**config.mk**
```make
export PLATFORM = sky130hd
export DESIGN_NAME = vga_scanout
export DESIGN_NICKNAME = d
export VERILOG_FILES = /design/src/rtl/vga_scanout.sv
export SDC_FILE = /design/constraint.sdc
export NUM_CORES = 1
export LEC_CHECK = 0
export ABC_AREA = 1
export CORE_UTILIZATION = 30
export CTS_CLUSTER_DIAMETER = 120
export DETAILED_ROUTE_END_ITERATION = 10
export PLACE_DENSITY = 0.59
export SLEW_MARGIN = 15
export SYNTH_ARGS = -nofsm -noshare
export SYNTH_HDL_FRONTEND = slang
export SYNTH_SLANG_ARGS = --single-unit
```
**constraint.sdc**
```tcl
create_clock -name i_clk -period 2.3 [get_ports i_clk]
set_clock_uncertainty 0.1 [all_clocks]
set_input_delay 0.46 -clock i_clk [delete_from_list [all_inputs] [get_ports i_clk]]
set_output_delay 0.46 -clock i_clk [all_outputs]
set_load 0.005 [all_outputs]
```
**src/rtl/vga_scanout.sv**
```systemverilog
// vga_scanout
// Scans the capture frame buffer out as a VGA raster. The source image is
// replicated SCALE times in x and y and centred in the active area; the
// surrounding border and all blanking intervals show black. A frame-sync
// pulse from the capture side realigns the vertical position at the next
// line boundary, so the read and write frames stay phase-locked.
//
// Ports
//   i_clk          pixel clock
//   i_reset        synchronous, active-high reset
//   i_sync         one-cycle frame-sync pulse from the capture stage
//   i_bram_dout    frame buffer read data, valid one cycle after o_bram_addr
//   o_bram_addr    frame buffer read address (row-major, 0 = top-left)
//   o_bram_re      frame buffer read enable, high inside the image window
//   o_hsync        horizontal sync, active low
//   o_vsync        vertical sync, active low
//   o_video_out    pixel intensity, 0 outside the window and in blanking
//   o_de           high during the active area
//   o_frame_start  one-cycle pulse with the first active pixel of a frame
module vga_scanout #(
  parameter int H_ACTIVE    = 640,
  parameter int H_FP        = 16,
  parameter int H_SYNC      = 96,
  parameter int H_BP        = 48,
  parameter int V_ACTIVE    = 480,
  parameter int V_FP        = 10,
  parameter int V_SYNC      = 2,
  parameter int V_BP        = 33,
  parameter int SRC_W       = 160,
  parameter int SRC_H       = 100,
  parameter int SCALE       = 3,
  parameter int RESYNC_LINE = 0
) (
  input  logic        i_clk,
  input  logic        i_reset,
  input  logic        i_sync,
  input  logic [7:0]  i_bram_dout,
  output logic [13:0] o_bram_addr,
  output logic        o_bram_re,
  output logic        o_hsync,
  output logic        o_vsync,
  output logic [7:0]  o_video_out,
  output logic        o_de,
  output logic        o_frame_start
);

  localparam int H_TOTAL = H_ACTIVE + H_FP + H_SYNC + H_BP;
  localparam int V_TOTAL = V_ACTIVE + V_FP + V_SYNC + V_BP;
  localparam int HW      = $clog2(H_TOTAL);
  localparam int VW      = $clog2(V_TOTAL);
  localparam int RW      = (SCALE > 1) ? $clog2(SCALE) : 1;
  localparam int WIN_W   = SRC_W * SCALE;
  localparam int WIN_H   = SRC_H * SCALE;
  localparam int X0      = (H_ACTIVE - WIN_W) / 2;
  localparam int Y0      = (V_ACTIVE - WIN_H) / 2;

  localparam logic [HW-1:0] HC_LAST   = HW'(H_TOTAL - 1);
  localparam logic [HW-1:0] HC_ACTIVE = HW'(H_ACTIVE);
  localparam logic [HW-1:0] HS_BEGIN  = HW'(H_ACTIVE + H_FP);
  localparam logic [HW-1:0] HS_END    = HW'(H_ACTIVE + H_FP + H_SYNC);
  localparam logic [HW-1:0] WX_BEGIN  = HW'(X0);
  localparam logic [HW-1:0] WX_END    = HW'(X0 + WIN_W);
  localparam logic [HW-1:0] WX_LAST   = HW'(X0 + WIN_W - 1);
  localparam logic [VW-1:0] VC_LAST   = VW'(V_TOTAL - 1);
  localparam logic [VW-1:0] VC_ACTIVE = VW'(V_ACTIVE);
  localparam logic [VW-1:0] VS_BEGIN  = VW'(V_ACTIVE + V_FP);
  localparam logic [VW-1:0] VS_END    = VW'(V_ACTIVE + V_FP + V_SYNC);
  localparam logic [VW-1:0] WY_BEGIN  = VW'(Y0);
  localparam logic [VW-1:0] WY_END    = VW'(Y0 + WIN_H);
  localparam logic [VW-1:0] VC_RESYNC = VW'(RESYNC_LINE);
  localparam logic [RW-1:0] REP_LAST  = RW'(SCALE - 1);
  localparam logic [13:0]   ROW_STEP  = 14'(SRC_W);
  localparam logic [13:0]   LAST_ROW  = 14'(SRC_W * (SRC_H - 1));

  logic [HW-1:0] r_hc;
  logic [VW-1:0] r_vc;
  logic          r_pending;
  logic [13:0]   r_addr;
  logic [13:0]   r_rowBase;
  logic [RW-1:0] r_xrep;
  logic [RW-1:0] r_yrep;

  logic [7:0]    r_data;
  logic          r_inwin1, r_inwin2;
  logic          r_hs1, r_hs2;
  logic          r_vs1, r_vs2;
  logic          r_de1, r_de2;
  logic          r_fs1, r_fs2;

  logic          w_hcWrap;
  logic          w_resync;
  logic          w_frameWrap;
  logic          w_inwin;
  logic          w_lineEnd;
  logic          w_hsyncN;
  logic          w_vsyncN;
  logic          w_active;
  logic          w_frameStart;

  // Stage-0 decode of the raster position. w_resync covers a sync pulse that
  // lands on the wrap cycle itself as well as one already pending.
  assign w_hcWrap     = (r_hc == HC_LAST);
  assign w_resync     = w_hcWrap && (r_pending || i_sync);
  assign w_frameWrap  = w_hcWrap && (r_vc == VC_LAST);
  assign w_inwin      = (r_hc >= WX_BEGIN) && (r_hc < WX_END) &&
                        (r_vc >= WY_BEGIN) && (r_vc < WY_END);
  assign w_lineEnd    = w_inwin && (r_hc == WX_LAST);
  assign w_hsyncN     = !((r_hc >= HS_BEGIN) && (r_hc < HS_END));
  assign w_vsyncN     = !((r_vc >= VS_BEGIN) && (r_vc < VS_END));
  assign w_active     = (r_hc < HC_ACTIVE) && (r_vc < VC_ACTIVE);
  assign w_frameStart = (r_hc == '0) && (r_vc == '0);

  // Raster counters. A resync only ever reloads the line counter at a line
  // boundary, so every line keeps its full length and hsync never glitches.
  always_ff @(posedge i_clk) begin
    if (i_reset) begin
      r_hc      <= '0;
      r_vc      <= '0;
      r_pending <= 1'b0;
    end else if (w_hcWrap) begin
      r_hc      <= '0;
      r_pending <= 1'b0;
      if (r_pending || i_sync) begin
        r_vc <= VC_RESYNC;
      end else if (r_vc == VC_LAST) begin
        r_vc <= '0;
      end else begin
        r_vc <= r_vc + 1'b1;
      end
    end else begin
      r_hc      <= r_hc + 1'b1;
      r_pending <= r_pending | i_sync;
    end
  end

  // Read address generation. r_addr always holds the address for the current
  // raster position; at the last window pixel of a line it is preloaded with
  // the start of the next line (same row again, or the next source row).
  // After the last source row the row base folds back to 0 so the address
  // never points past the end of the buffer.
  always_ff @(posedge i_clk) begin
    if (i_reset) begin
      r_addr    <= '0;
      r_rowBase <= '0;
      r_xrep    <= '0;
      r_yrep    <= '0;
    end else if (w_resync || w_frameWrap) begin
      r_addr    <= '0;
      r_rowBase <= '0;
      r_xrep    <= '0;
      r_yrep    <= '0;
    end else if (w_lineEnd) begin
      r_xrep <= '0;
      if (r_yrep == REP_LAST) begin
        r_yrep <= '0;
        if (r_rowBase == LAST_ROW) begin
          r_rowBase <= '0;
          r_addr    <= '0;
        end else begin
          r_rowBase <= r_rowBase + ROW_STEP;
          r_addr    <= r_rowBase + ROW_STEP;
        end
      end else begin
        r_yrep <= r_yrep + 1'b1;
        r_addr <= r_rowBase;
      end
    end else if (w_inwin) begin
      if (r_xrep == REP_LAST) begin
        r_xrep <= '0;
        r_addr <= r_addr + 1'b1;
      end else begin
        r_xrep <= r_xrep + 1'b1;
      end
    end
  end

  // Two-stage output pipeline. Stage 1 catches the buffer data one cycle
  // after the address; the timing flags ride along so that every output
  // refers to the same raster position two cycles back.
  always_ff @(posedge i_clk) begin
    if (i_reset) begin
      r_data   <= '0;
      r_inwin1 <= 1'b0;
      r_inwin2 <= 1'b0;
      r_hs1    <= 1'b1;
      r_hs2    <= 1'b1;
      r_vs1    <= 1'b1;
      r_vs2    <= 1'b1;
      r_de1    <= 1'b0;
      r_de2    <= 1'b0;
      r_fs1    <= 1'b0;
      r_fs2    <= 1'b0;
    end else begin
      r_data   <= i_bram_dout;
      r_inwin1 <= w_inwin;
      r_inwin2 <= r_inwin1;
      r_hs1    <= w_hsyncN;
      r_hs2    <= r_hs1;
      r_vs1    <= w_vsyncN;
      r_vs2    <= r_vs1;
      r_de1    <= w_active;
      r_de2    <= r_de1;
      r_fs1    <= w_frameStart;
      r_fs2    <= r_fs1;
    end
  end

  assign o_bram_addr   = r_addr;
  assign o_bram_re     = w_inwin;
  assign o_hsync       = r_hs2;
  assign o_vsync       = r_vs2;
  assign o_de          = r_de2;
  assign o_frame_start = r_fs2;
  assign o_video_out   = r_inwin2 ? r_data : 8'd0;

endmodule

```
==> results.py <==
metrics = {
    "synth": {
        "synthTopCellsByCount": "nand2_1, inv_1, nor2_1",
        "syn_nets": 572,
        "yosysWarnings": 0,
        "ys_ff_latch": 71,
        "seq_area_frac_synth": 0.3869,
        "yosysMostFrequentCell": "nand2_1",
        "synth-simple-area-share": 0.3535,
        "synth_top_area_frac": 0.3869,
        "synth_compound_area_frac": 0.07902,
        "syn_area_per_cell_um2": 6.631,
        "synth-adder-area-share": 0.02384,
        "synth_area_um2": 3674,
        "ys_top_cells_by_area": "dfxtp_1, nand2_1, inv_1, nor2_1, nand3_1",
        "synth_top_family_by_area": "simple AND/OR/NAND/NOR gates",
        "synth_edf_count": 0,
        "async_flop_share": 0,
        "synth-main-ff-cell": "dfxtp_1",
        "syn_inst": 554,
        "synth-xor-area-share": 0.03815,
        "synth.mux.area_fraction": 0,
        "yosysTopAreaCell": "dfxtp_1",
        "synth_cell_types": 34,
    },
    "pwr": {
        "net-switching-power_mw": 0.6053,
        "p_seq_frac": 0.442,
        "ir_drop_v": 0.0004324,
        "fin_total_pwr_mw": 2.838,
        "powerDensity_nw_per_um2": 622.2,
        "p_int_mw": 2.232,
        "pwr-share-clk": 0.531,
        "switching_share": 0.2133,
        "leakagePower_nw": 2.028,
        "combPwrFrac": 0.027,
    },
    "worst_setup_path": {
        "reg2reg_depth": 16,
        "cp-start-kind": "flop",
        "timing.critical_path.cells": "inv_2 > ha_2 > nor2_2 > nand2_1 > nand2_1 > nand2_1 > nand3_2 > nor2_4 > dlygate4sd2_1",
        "cp_slowest_stage_delay_ns": 0.33,
        "required_ns": 1.74,
        "r2r_slack_ns": 0.27,
        "critPathArrivalTime_ns": 1.59,
        "r2r-start": "r_vc[0]",
        "worst_path_most_repeated_cell": "nand2_1",
        "critPathMaxFanout": 3,
        "slowest_stage": "dfxtp_2",
        "regToRegEndpoint": "o_bram_addr[1]",
        "worst-setup-path-type": "flop to output pin",
        "end_kind": "output pin",
    },
    "sta": {
        "slew_violations": 0,
        "whs_ns": 0.3044,
        "finalSetupTns_ns": 0,
        "relSlewSlack": 0.7432,
        "rsz0062_at_grt": "false",
        "worst_pin_slew_ns": 0.3817,
        "maxClockFrequency_mhz": 464.8,
        "finalCritPeriodShare": 0.9353,
        "finalHoldViolCount": 0,
        "finalSetupViolations": 0,
        "fin_ws_ns": 0.1488,
        "min_period_ns": 2.151,
    },
    "clock_network": {
        "cts_tree": "yes",
        "cts_root_buf": "clkbuf_16",
        "clk_pin_slew_ns": 0.06,
        "holdBufCountCts": 0,
        "clk_latency_ns": 0.34,
        "htree_levels": 3,
        "cts_buffers": 9,
        "cts_buffer_depth": 2,
        "clock_sinks": 71,
    },
    "grt": {
        "grt_use_total": 0.1495,
        "first_global_vias": 3329,
        "antenna_found_initial": 0,
        "grt_max_degree": 26,
        "grt_pass1_wl_um": 15150,
        "overflow": 0,
    },
    "floorplanning": {
        "ios": 38,
        "initial_core_util": 0.3071,
        "fp-row-count": 40,
        "die_y_um": 112.7,
        "dieArea_um2": 12690,
        "design.core.area_um2": 11960,
        "dieWidth_um": 112.7,
    },
    "placement": {
        "dpl_cell_area_um2": 4190,
        "dp_slack_ns": 0.1493,
        "dpl.hpwl_um": 6445,
        "place_inst": 732,
        "routabilityCongestion": 0.8581,
        "numPortBuffers": 37,
    },
    "final_layout": {
        "nets": 617,
        "final_core_util": 0.3813,
        "multiInputGateArea_um2": 1839,
        "diodes": 0,
        "regArea_um2": 1425,
        "drive_above_1_share": 0.09106,
        "area_growth_pct": 24.15,
        "fin_cells": 751,
        "design_area_um2": 4561,
        "fillers": 1248,
    },
    "drt": {
        "wl_per_cell_um": 11.71,
        "dr.pass1.iters": 7,
        "viasPerCell": 4.630,
        "postRouteWirelength_um": 8792,
        "dr.first_iter.drc_count": 236,
        "drc": 0,
        "drtAntennaViolNets": 0,
        "num_vias": 3477,
    },
    "outcome": {
        "run_status": "complete, no violations",
    },
    "worst_hold_path": {
        "min_to": "o_de",
        "min_from": "r_de1",
        "min_path_type": "flop to flop",
        "min_path_cells": 2,
    },
    "run": {
        "drv_cap": 0,
    },
}
-- timing repair --
item                                   in CTS  in global routing
pin swaps                                   1                  2
gates resized for setup                     6                  5
endpoints found under the hold margin       0                  0
buffers inserted                            2                  1
setup endpoints to repair                   1                 15
-- power by group through the flow --
stage	clock network (mW)	registers (mW)	logic, mW
4_1_cts	1.54	1.25	0.0775
6_report	1.51	1.25	0.0765
2_1_floorplan	0	1.28	0.0402
3_3_place_gp	0	1.28	0.0766
5_1_grt	1.59	1.25	0.0847
3_5_place_dp	0	1.28	0.0770
-- state kept, by name (all words and copies together), names as in the netlist --
register       cells
r_hs1              1
o_vsync            1
r_yrep             2
r_xrep             2
o_de               1
r_pending          1
r_rowBase         14
o_frame_start      1
r_de1              1
o_bram_addr       14
r_vs1              1
o_hsync            1
r_inwin2           1
r_data             8
r_vc              10
r_hc              10
r_fs1              1
r_inwin1           1
-- cell families after synthesis --
family	count (synthesis)
flip-flops	71
buffers and inverters	105
adder cells (fa/ha/maj)	7
AO/OA/AOI/OAI	53
XOR/XNOR	16
AND/OR/NAND/NOR	302
-- area by class of cell --
class,instances,share of cell area
Multi-Input combinational cell,378,0.4033
Sequential cell,71,0.3125
Timing Repair Buffer,47,0.09739
Inverter,92,0.07572
Clock buffer,9,0.04938
Tap cell,147,0.04033
Clock inverter,7,0.02140
-- per-layer routing --
metal,track usage,wire [µm]
met1,0.1801,4046
met3,0.03240,428
met5,0,0
met4,0.06667,214
met2,0.2551,4103
-- how the worst max path moves through the flow --
| stage | from | to | slack [ns] | cells past startpoint |
|---|---|---|---|---|
| after floorplan | r_hc[0] | o_bram_addr[10] | 0.53 | 13 |
| after global placement | r_vc[0] | o_bram_re | 0.22 | 9 |
| after detailed placement | r_vc[0] | o_bram_re | 0.15 | 9 |
| after CTS | r_vc[0] | o_bram_re | 0.13 | 9 |
| after global routing | r_vc[0] | o_bram_re | 0.01 | 9 |
| final | r_vc[0] | o_bram_re | 0.15 | 9 |
-- layout by cell type (no fill, tap or decap), types with 3 or more instances in the layout --
master,n
ha_1,6
xor2_1,15
dfxtp_2,3
nor3_1,14
buf_4,10
nand2_1,134
nand3_1,36
inv_2,5
o21ai_0,11
a21oi_1,27
nor2_1,83
dfxtp_1,68
clkdlybuf4s50_1,36
inv_1,87
nor2_2,3
clkbuf_16,9
nand2_2,5
nand2_4,3
nand4_1,13
o21ai_1,7
-- worst max-delay path: cells and delay by family (launching register included) --
family | cells | cell delay, ns
and+or+nand+nor | 6 | 0.45
adders and majority gates | 1 | 0.17
DFF | 1 | 0.33
buffers and inverters | 2 | 0.30
Power figures use the tool's default switching activity.
==> variant 1 (same settings) <==
Put a register stage on the outputs `o_bram_re` and `o_video_out`. The values now appear one clock later. The other outputs are not delayed to match.
--- a/src/rtl/vga_scanout.sv
+++ b/src/rtl/vga_scanout.sv
@@ -206,12 +206,14 @@
   end
 
   assign o_bram_addr   = r_addr;
-  assign o_bram_re     = w_inwin;
   assign o_hsync       = r_hs2;
   assign o_vsync       = r_vs2;
   assign o_de          = r_de2;
   assign o_frame_start = r_fs2;
-  assign o_video_out   = r_inwin2 ? r_data : 8'd0;
+  always_ff @(posedge i_clk) begin
+    o_bram_re   <= w_inwin;
+    o_video_out <= r_inwin2 ? r_data : 8'd0;
+  end
 
 endmodule
 
Check against the original RTL: no difference found for any inputs over 10 cycles, from zero or initial values and one cycle with i_reset high; that may be too few to reach the edited logic, so the function may still have changed.
==> variant 1 against the unedited design <==
Synthesized area up 5.4%. Sequential cell count up 9. Synthesized cell count fell by 1.8%. Largest cell class unchanged. Wire length fell by 1.7%. Critical endpoint is now r_rowBase[13]$_SDFFE_PP0P_. Total power rose by 0.13%. Via count decreased by 0.49%. Largest power group is now registers. Design area rose by 3.7%. Worst hold slack got worse by 3.4 ps. Worst setup slack improved by 25 ps.
==> variant 1: results (changes against the unedited design) <==
- Initial antenna violation count: 0 (unchanged)
- Vias in the first global route: 3299 (was 3329)
- Worst setup slack before clock tree synthesis: 68.7 ps (was 149 ps)
- Number of filler instances in the final layout: 1330 (was 1248)
- Slowest library cell on the worst path: dfxtp_1 (was dfxtp_2)
- Met3 layer wire length in the routed design: 327 um (was 428 um)
- Slew of the pin with the lowest slew margin: 408 ps (was 382 ps)
- Wire length on met2: 4.00 mm (was 4.10 mm)
- Cell count after synthesis: 544 (was 554)
- CTS buffer count: 9 (unchanged)
- Comb power: 91.7 uW (was 76.5 uW)
- Total length of routed wires: 8.64 mm (was 8.79 mm)
- Peak per-stage delay on the critical path: 380 ps (was 330 ps)
- Post-Synthesis Net Count: 562 (was 572)
- Critical path's top delay family: simple AND/OR/NAND/NOR gates (unchanged)
- GRT Overall Usage: 0.142 (was 0.150)
- Final critical-path share of the clock period: 0.924 (was 0.935)
- Final GP Congestion: 0.863 (was 0.858)
- Static Leak: 0.00197 uW (was 0.00203 uW)
- Drt via density: 4.52 (was 4.63)
- Final Net Count: 607 (was 617)
- HPWL reported at the end of detailed placement: 6.52 mm (was 6.45 mm)
- Fraction of layout instances using a drive strength above 1: 0.0993 (was 0.0911)
- Wire length on met1: 4.17 mm (was 4.05 mm)
- Final worst hold slack: 301 ps (was 304 ps)
- Register-to-register setup slack: 170 ps (was 270 ps)
- DRC marker count from the first detailed-route iteration: 192 (was 236)
- Fraction of the yosys area taken by sequential cells: 0.414 (was 0.387)
- Initial DRT Pass Iterations: 5 (was 7)
- R2r worst-path depth: 9 (was 16)
- Largest vdd supply drop: 0.355 mV (was 0.432 mV)
- Largest cells by area after synthesis: dfxtp_1 (41%), nand2_1 (8.9%), inv_1 (8.8%), nor2_1 (8.6%), nand3_1 (4.8%) (was dfxtp_1 (39%), nand2_1 (14%), inv_1 (9.0%), nor2_1 (8.6%), nand3_1 (4.9%))
- Post-Place Cells: 749 (was 732)
- CP Class: flip-flop to flip-flop (was flip-flop to primary output)
- Worst flop-to-flop path startpoint: r_hc[0]$_SDFF_PP0_ (was r_vc[0]$_SDFFE_PP0N_)
- Global-route wire length before repair: 15.0 mm (was 15.1 mm)
- Routed WL per cell: 11.3 um (was 11.7 um)
- Maximum fanout encountered on the critical timing path: 11 (was 3)
- Top post-synthesis cells by count: nand2_1 (92), inv_1 (91), nor2_1 (89), dfxtp_1 (80), nand3_1 (37) (was nand2_1 (135), inv_1 (88), nor2_1 (84), dfxtp_1 (71), nand3_1 (36))
- Count of port buffers added during placement: 37 (unchanged)
- Worst hold endpoint: o_de$_SDFF_PP0_ (unchanged)
- Worst Setup EP: r_rowBase[13]$_SDFFE_PP0P_ (was o_bram_re)
- Fraction of power spent switching nets: 0.221 (was 0.213)
- Arrival time at the worst endpoint: 2240 ps (was 1590 ps)
- Largest net degree at the start of global routing: 19 (was 26)
- Power attributed to the clock group: 1340 uW (was 1510 uW)
- Result of the run: finished clean (unchanged)
==> variant 1: changes by cell type in the layout (fill, tap and decap cells not counted), moves of 5 or more <==
| cell | change |
|---|---|
| nor2_1 | +6 |
| nand2_2 | +7 |
| dfxtp_1 | +12 |
| a21oi_1 | -7 |
| nor4_1 | +5 |
| nand2_1 | -43 |
| o22ai_1 | +9 |
==> variant 1: area by class of cell <==
cell class,count,share of cell area
clock buffer,11,0.0513
clock inverter,5,0.00847
inverter,93,0.0743
multi-input combinational,355,0.383
sequential,80,0.339
tap,172,0.0455
timing repair buffer,50,0.0989
==> variant 1: metrics by stage <==
step | power, uW | util | cell area [um^2]
floorplan | 1490 | - | 3870
global placement | 1530 | 0.351 | 4430
detailed placement | 1530 | 0.351 | 4430
CTS | 2890 | 0.374 | 4720
global route | 2960 | 0.375 | 4730
finish | 2840 | 0.375 | 4730
==> variant 1: repair_timing <==
item	in CTS	in global routing
setup endpoints to repair	0	9
setup buffers	0	1
resized for setup	0	2
==> variant 1: kinds of logic after synthesis <==
logic type | count (synthesis) | synth area share
and+or+nand+nor | 282 | 0.337
buffers and inverters | 109 | 0.119
adders and majority gates | 7 | 0.0226
xor gates and xnor gates | 14 | 0.0317
AOI/OAI and AO/OA | 52 | 0.0760
DFF | 80 | 0.414
==> variant 1: per-layer routing <==
metal	GRT usage	up-vias
met4	0.0667	0
met2	0.230	66
met3	0.0272	11
met1	0.182	1585
li1	-	1798
met5	0	-
==> variant 1: worst reg2reg max path, cell delays in order, from the launching register on <==
cell and delay (ps):
dfxtp_1 380, ha_1 190, nand2_1 110, nor2_4 140, nand3_1 180, nand2_1 130
nand2_1 260, inv_4 230, buf_4 200, o22ai_1 90
==> variant 2 (config.mk and constraints unchanged) <==
Made on the original files. Change the parameter `H_FP` from 16 to 32.
--- a/src/rtl/vga_scanout.sv
+++ b/src/rtl/vga_scanout.sv
@@ -19,7 +19,7 @@
 //   o_frame_start  one-cycle pulse with the first active pixel of a frame
 module vga_scanout #(
   parameter int H_ACTIVE    = 640,
-  parameter int H_FP        = 16,
+  parameter int H_FP        = 32,
   parameter int H_SYNC      = 96,
   parameter int H_BP        = 48,
   parameter int V_ACTIVE    = 480,
Check against the original RTL: no difference found for any inputs over 10 cycles, from zero or initial values and one cycle with i_reset high; that may be too few to reach the edited logic, so the function may still have changed.
==> variant 2 against the unedited design <==
Sequential cell count is the same. Synthesized area grew 4.4%. Highest routed layer unchanged. Core utilization grew 0.52 points. Wire length grew 5.7%. Critical path type unchanged. Total power shrank 3.5%. Worst setup slack lost 24 ps. Worst hold slack lost 2.4 ps. Cell count grew 4.7%. Design area grew 3.9%.
==> variant 2: results (changes against the unedited design) <==
- Vias in the first global route: 3486 (was 3329)
- Setup fix buffers added after clock tree synthesis: 1 (was 2)
- Result of the run: finished clean (unchanged)
- Static Leak: 0.00209 uW (was 0.00203 uW)
- Cell count after synthesis: 568 (was 554)
- Met2 global-route usage: 0.243 (was 0.255)
- Post-Synthesis Net Count: 586 (was 572)
- Fraction of layout instances using a drive strength above 1: 0.115 (was 0.0911)
- Layout Area Growth over Synthesis: 23.5% (was 24.1%)
- Largest cells by area after synthesis: dfxtp_1 (37%), nand2_1 (12%), inv_1 (10%), nand3_1 (7.2%), nor2_1 (6.8%) (was dfxtp_1 (39%), nand2_1 (14%), inv_1 (9.0%), nor2_1 (8.6%), nand3_1 (4.9%))
- Largest vdd supply drop: 0.343 mV (was 0.432 mV)
- Number of filler instances in the final layout: 1278 (was 1248)
- Global-route wire length before repair: 15.8 mm (was 15.1 mm)
- Peak per-stage delay on the critical path: 380 ps (was 330 ps)
- Synth Area in Compound Gates: 0.0900 (was 0.0790)
- Worst setup slack before clock tree synthesis: 185 ps (was 149 ps)
- Initial DRT Pass Iterations: 4 (was 7)
- Multi-input combinational cell count: 373 (was 378)
- Final cell utilization of the core: 0.386 (was 0.381)
- Count of buffers not belonging to the clock network in the layout: 51 (was 47)
- GRT Overall Usage: 0.154 (was 0.150)
- Wire length on met2: 4.12 mm (was 4.10 mm)
- Wire length on met1: 4.47 mm (was 4.05 mm)
- Synthesized-area fraction occupied by xor and xnor cells: 0.0365 (was 0.0381)
- Final Net Count: 631 (was 617)
- Maximum fanout encountered on the critical timing path: 7 (was 3)
- Met1 track demand over resource: 0.193 (was 0.180)
- Arrival time at the worst endpoint: 1610 ps (was 1590 ps)
- Register area: 1430 um^2 (about the same)
- Slowest library cell on the worst path: dfxtp_1 (was dfxtp_2)
- Post-placement cell area: 4420 um^2 (was 4190 um^2)
- Power per standard cell area: 578 nW/um^2 (was 622 nW/um^2)
- Top post-synthesis cells by count: nand2_1 (122), inv_1 (103), dfxtp_1 (71), nor2_1 (69), nand3_1 (55) (was nand2_1 (135), inv_1 (88), nor2_1 (84), dfxtp_1 (71), nand3_1 (36))
- Final GP Congestion: 0.864 (was 0.858)
## variant 2: cell types whose count changed after synthesis, sizes merged, moves of 2 or more
cell,before,now
o21bai,2,0
nor2,88,74
buf,9,14
nand3,37,58
nand4,13,8
inv,92,107
o22ai,0,7
a21oi,29,34
nor4,2,6
nand2,142,128
nor3,15,12
o21ai,19,13
## variant 2: worst paths after layout
kind	start	end	slack [ps]	depth (start not counted)
worst max-delay path	r_vc[7]$_SDFFE_PP0N_	o_bram_re	130	5
worst min-delay path	r_de1$_SDFF_PP0_	o_de$_SDFF_PP0_	300	2
worst max register to register	r_hc[0]$_SDFF_PP0_	r_rowBase[10]$_SDFFE_PP0P_	250	8
worst min register to register	r_de1$_SDFF_PP0_	o_de$_SDFF_PP0_	300	2
## variant 2: report_power, final
part,switching (uW),internal (uW)
Clock,549,838
Sequential,7.02,1250
Combinational,53.1,43.8
Total,609,2130
